<file path="src/rtl/fetch_unit.sv">
// MIPS instruction-fetch stage: PC, next-PC selection and IF/ID register.
// Optional performance counters are built when FETCH_PERF_CNT_EN is defined.
module fetch_unit #(
    parameter logic [31:0] RESET_PC = 32'h0000_0000
) (
    input  logic        clock,
    input  logic        reset,
    input  logic        stall,
    input  logic        flush,
    input  logic [1:0]  npc_sel,
    input  logic        br_taken,
    input  logic [15:0] imm16,
    input  logic [25:0] jidx,
    input  logic [31:0] jr_addr,
    output logic [29:0] pc,
    input  logic [31:0] im_ir,
    output logic [31:0] ifid_ir,
    output logic [31:0] ifid_pc4,
    output logic        ifid_valid,
    output logic [31:0] fetch_cnt,
    output logic [31:0] stall_cnt
);

    logic [29:0] pc_q, pc_d;
    logic [31:0] ifid_ir_q, ifid_ir_d;
    logic [31:0] ifid_pc4_q, ifid_pc4_d;
    logic        ifid_valid_q, ifid_valid_d;
    logic        redirect;
    logic        load;
    logic [29:0] target;
    logic [29:0] pc_inc;
    logic        unused_bits;

    assign unused_bits = ^{jr_addr[1:0], ifid_pc4_q[1:0]};

    // Control flow decided in ID only counts when ID holds a live instruction
    assign redirect = ifid_valid_q
                    & ((npc_sel == 2'b01 & br_taken) | npc_sel[1]);
    assign pc_inc = pc_q + 30'd1;

    always_comb begin
        target = jr_addr[31:2];
        case (npc_sel)
            2'b01:   target = ifid_pc4_q[31:2] + {{14{imm16[15]}}, imm16};
            2'b10:   target = {ifid_pc4_q[31:28], jidx};
            default: target = jr_addr[31:2];
        endcase
    end

    always_comb begin
        pc_d = pc_inc;
        if (stall) begin
            pc_d = pc_q;
        end else if (redirect) begin
            pc_d = target;
        end
    end

    always_comb begin
        ifid_ir_d    = ifid_ir_q;
        ifid_pc4_d   = ifid_pc4_q;
        ifid_valid_d = ifid_valid_q;
        load         = 1'b0;
        if (flush) begin
            ifid_ir_d    = 32'd0;
            ifid_valid_d = 1'b0;
        end else if (stall) begin
            ifid_ir_d    = ifid_ir_q;
        end else if (redirect) begin
            ifid_ir_d    = 32'd0;
            ifid_valid_d = 1'b0;
        end else begin
            ifid_ir_d    = im_ir;
            ifid_pc4_d   = {pc_inc, 2'b00};
            ifid_valid_d = 1'b1;
            load         = 1'b1;
        end
    end

    always_ff @(posedge clock or posedge reset) begin
        if (reset) begin
            pc_q         <= RESET_PC[31:2];
            ifid_ir_q    <= 32'd0;
            ifid_pc4_q   <= 32'd0;
            ifid_valid_q <= 1'b0;
        end else begin
            pc_q         <= pc_d;
            ifid_ir_q    <= ifid_ir_d;
            ifid_pc4_q   <= ifid_pc4_d;
            ifid_valid_q <= ifid_valid_d;
        end
    end

    assign pc         = pc_q;
    assign ifid_ir    = ifid_ir_q;
    assign ifid_pc4   = ifid_pc4_q;
    assign ifid_valid = ifid_valid_q;

`ifdef FETCH_PERF_CNT_EN
    logic [31:0] fetch_cnt_q, fetch_cnt_d;
    logic [31:0] stall_cnt_q, stall_cnt_d;

    always_comb begin
        fetch_cnt_d = fetch_cnt_q + {31'd0, load};
        stall_cnt_d = stall_cnt_q + {31'd0, stall};
    end

    always_ff @(posedge clock or posedge reset) begin
        if (reset) begin
            fetch_cnt_q <= 32'd0;
            stall_cnt_q <= 32'd0;
        end else begin
            fetch_cnt_q <= fetch_cnt_d;
            stall_cnt_q <= stall_cnt_d;
        end
    end

    assign fetch_cnt = fetch_cnt_q;
    assign stall_cnt = stall_cnt_q;
`else
    logic unused_load;
    assign unused_load = load;
    assign fetch_cnt   = 32'd0;
    assign stall_cnt   = 32'd0;
`endif

endmodule

</file>
<file path="config.mk">
export PLATFORM = sky130hd
export DESIGN_NAME = fetch_unit
export DESIGN_NICKNAME = d
export VERILOG_FILES = /design/src/rtl/fetch_unit.sv
export SDC_FILE = /design/constraint.sdc
export NUM_CORES = 1
export LEC_CHECK = 0
export BUFFER_PORTS_ARGS = -buffer_cell sky130_fd_sc_hd__buf_4
export CORE_MARGIN = 1.5
export CORE_UTILIZATION = 49
export DETAILED_ROUTE_END_ITERATION = 10
export HOLD_SLACK_MARGIN = 0.03
export PLACE_DENSITY = 0.8
export SYNTH_ARGS = -nofsm -noshare
export SYNTH_HDL_FRONTEND = slang
export SYNTH_SLANG_ARGS = --single-unit
</file>
<file path="constraint.sdc">
create_clock -name clock -period 6.6 [get_ports clock]
set_input_delay 0.99 -clock clock [delete_from_list [all_inputs] [get_ports clock]]
set_output_delay 0.99 -clock clock [all_outputs]
set_load 0.02 [all_outputs]
</file>
==> out/metrics.yaml <==
outcome:
  status: "finished clean"
setup_path:
  crit_family: "simple AND/OR/NAND/NOR gates"
  startpoint_type: "input pin"
  crit_top_cell: "nand2_1"
  startpoint: "npc_sel[1]"
  crit_slowest_cell: "ha_1"
  rrSetupSlack_ns: 3.49
  path_class: "in -> reg"
  cp-endpoint: "pc[26]$_DFFE_PP0N_"
  path_cells: "buf_4 -> inv_1 -> ha_1 -> nand2_1 -> nand2_1 -> nand2_2 -> buf_4 -> nor2_1 -> nand2_1 -> a21oi_1 -> nor2b_1 -> a211o_1"
  arrival_ns: 4.20
  critPathRequiredTime_ns: 6.91
  critPathCaptureType: "flip-flop"
  cp_max_fo: 63
  crit_path_max_incr_delay_ns: 0.73
  reg2reg_to: "pc[23]$_DFFE_PP0N_"
  r2r_start: "ifid_pc4[3]$_DFFE_PP0P_"
  cp_num_buf_inv: 3
  rr_worst_depth: 9
  path_depth: 12
sta:
  timing.slew.headroom_pct: 29.83
  hold_viol_final: 0
  period_needed_ns: 3.896
  rsz0062_at_grt: "false"
  fin_tns_setup_ns: 0
  finalCritPeriodShare_pct: 59.02
  finClkSkew_ns: 0.007689
  drv_slew: 0
  hold-worst-slack_ns: 0.5024
  fmax_mhz: 256.7
  setup_viol: 0
  worst_pin_slew_ns: 1.053
route:
  wl_met1_um: 8782
  wl_met3_um: 1794
  dr.pass1.iters: 5
  highest_layer: "met4"
  wl_per_cell_um: 17.72
  drcViolationCount: 0
  wl_met2_um: 9932
  drtIter0Drc: 599
  finalWirelength_um: 21030
  vias: 6927
  ant_nets: 0
  via_per_inst: 5.836
synth:
  synth.distinct_cells: 60
  avgSynthCellArea_sq_um: 8.403
  yosysWarnings: 0
  ys_ff_latch: 93
  synth.yosys.seq_area_share_pct: 33.37
  synth-main-ff-cell: "dfrtp_1"
  synth_edf_count: 0
  yosysTopAreaCell: "dfrtp_1"
  synth_top_area_share_pct: 33.37
  synthCells: 830
  syn_area_sq_mm: 0.006974
  async_reset_ff_share_pct: 100.0
  synthTopCellsByArea: "dfrtp_1, buf_4, a21oi_1"
cells_and_area:
  final_nets: 1148
  area_growth_pct: 23.91
  antenna_cells: 0
  postLayoutCellArea_sq_mm: 0.008642
  nFillCells: 1252
  drive_above_1_share_pct: 24.13
  final_util_pct: 62.26
worst_hold_path:
  hp-class: "reg -> reg"
cts:
  postCtsSetupBuffers: 0
  cts_buffers: 9
  cts_tree: "done"
  clockRootBuffer: "clkbuf_16"
  cts.sinks: 93
  insertion_delay_ns: 0.36
  cts-resized-gates: 0
  clockBufferDepth: 2
  ctsHtreeMaxLevel: 3
  holdBufCountCts: 0
  clk_pin_slew_ns: 0.07
grt:
  grt_util_all_layers_pct: 28.15
  grt_max_degree: 69
  grt_antenna_before_repair: 0
  grt-ovfl-total: 0
  grt_pass1_vias: 6300
  grt_pass1_wl_um: 32720
die:
  die_w_um: 122.3
  core_area_sq_mm: 0.01388
  fp.dieH_um: 122.3
  rows: 43
  io_pins: 272
  start_util_pct: 50.24
  dieArea_sq_mm: 0.01496
placed_design:
  placed_area_sq_mm: 0.008353
  portBuffers: 203
  dp_hpwl_um: 15140
  place.gp.congestion: 0.9662
flow_run:
  maxCapViolations: 0
pwr:
  total_power_uw: 2869
  vdd_ir_drop_max_mv: 0.2185
  p_leak_uw: 0.003988
  power_density_mw_per_mm2: 332.0
flip-flops by register name (all words and copies together) (netlist names):
signal / flops
ifid_valid: 1
ifid_pc4: 30
pc: 30
ifid_ir: 32
cell families (layout without fill, tap and decap cells):
kind of cell	Yosys count	in the layout	synth area share [%]
compound gates	295	295	27.31
simple gates	208	208	14.55
buf+inv	142	254	11.28
flops	93	93	33.37
xor+xnor	52	52	6.530
fa+ha+maj	33	33	6.028
mux	6	6	0.8791
other cells	1	66	0.05377
cell usage in the layout (no fill, tap or decap), drive strengths merged, types with 3 or more instances in the layout:
cell      n
o22a      4
a31oi    19
xnor2    28
a211oi    7
clkbuf    9
nor2     69
nor4      9
a22o     34
a22oi     5
o31ai     8
a221oi   17
o21a      6
dfrtp    93
inv      30
xor2     24
mux2i     5
ha       32
a21o     12
and2      4
o21bai    3
o21ai    46
nand4     9
nand2    57
and3     11
nor3     11
o211ai    5
a21oi    97
nor2b     7
o31a      3
nand2b    3
buf     211
conb     66
nand3    23
o22ai    16
o311ai    3
report_power, final:
| part | internal [uW] | switching (uW) |
|---|---|---|
| Sequential | 706 | 210 |
| Clock | 264 | 257 |
| Combinational | 613 | 818 |
| Total | 1580 | 1290 |
stage by stage:
stage,setup slack (ns),instances
after floorplan,3.190,895
after global placement,2.425,1171
after detailed placement,2.435,1171
after CTS,2.790,1187
after global routing,2.558,1187
final,2.704,1187
cell usage after synthesis, types with 3 or more instances:
library cell  count
a22o_1           34
o31a_1            3
dfrtp_1          93
o22ai_1          16
xnor2_1          28
and3_1           11
a21oi_1          97
buf_4            67
a21o_1           12
nand2b_1          3
o22a_1            4
o21a_1            6
xor2_1           24
clkbuf_1         41
a221oi_1         17
nor2b_1           7
o31ai_1           8
and2_1            4
a22oi_1           5
o21bai_1          3
nor3_1           10
inv_1            27
a31oi_1          19
nand2_1          57
nor4_1            7
nand4_1           7
mux2i_1           5
buf_1             5
o21ai_0          44
o211ai_1          5
a211oi_1          7
nor2_1           68
nand3_1          22
ha_1             32
per-layer routing:
layer / track usage (%) / vias to the layer above
met5: 0 / -
met4: 11.05 / 0
met3: 6.087 / 36
met2: 43.65 / 335
met1: 38.41 / 3318
li1: - / 3238
how the worst min path moves through the flow:
stage / startpoint / to / cells after the start
5_1_grt: ifid_ir[12]$_DFFE_PP0P_ / ifid_ir[12]$_DFFE_PP0P_ / 1
3_3_place_gp: ifid_ir[26]$_DFFE_PP0P_ / ifid_ir[26]$_DFFE_PP0P_ / 1
2_1_floorplan: ifid_ir[30]$_DFFE_PP0P_ / ifid_ir[30]$_DFFE_PP0P_ / 1
4_1_cts: ifid_ir[14]$_DFFE_PP0P_ / ifid_ir[14]$_DFFE_PP0P_ / 1
3_5_place_dp: ifid_ir[0]$_DFFE_PP0P_ / ifid_ir[0]$_DFFE_PP0P_ / 1
6_report: ifid_ir[17]$_DFFE_PP0P_ / ifid_ir[17]$_DFFE_PP0P_ / 1
final cells by class:
class	instances	area [sq um]	share of cell area, %
timing repair buffer	211	1584	18.33
clock buffer	9	225.2	2.606
multi-input combinational	660	4114	47.60
sequential	93	2327	26.93
tap	180	225.2	2.606
clock inverter	7	63.81	0.7384
inverter	27	102.6	1.187
Power figures use the tool's default switching activity.
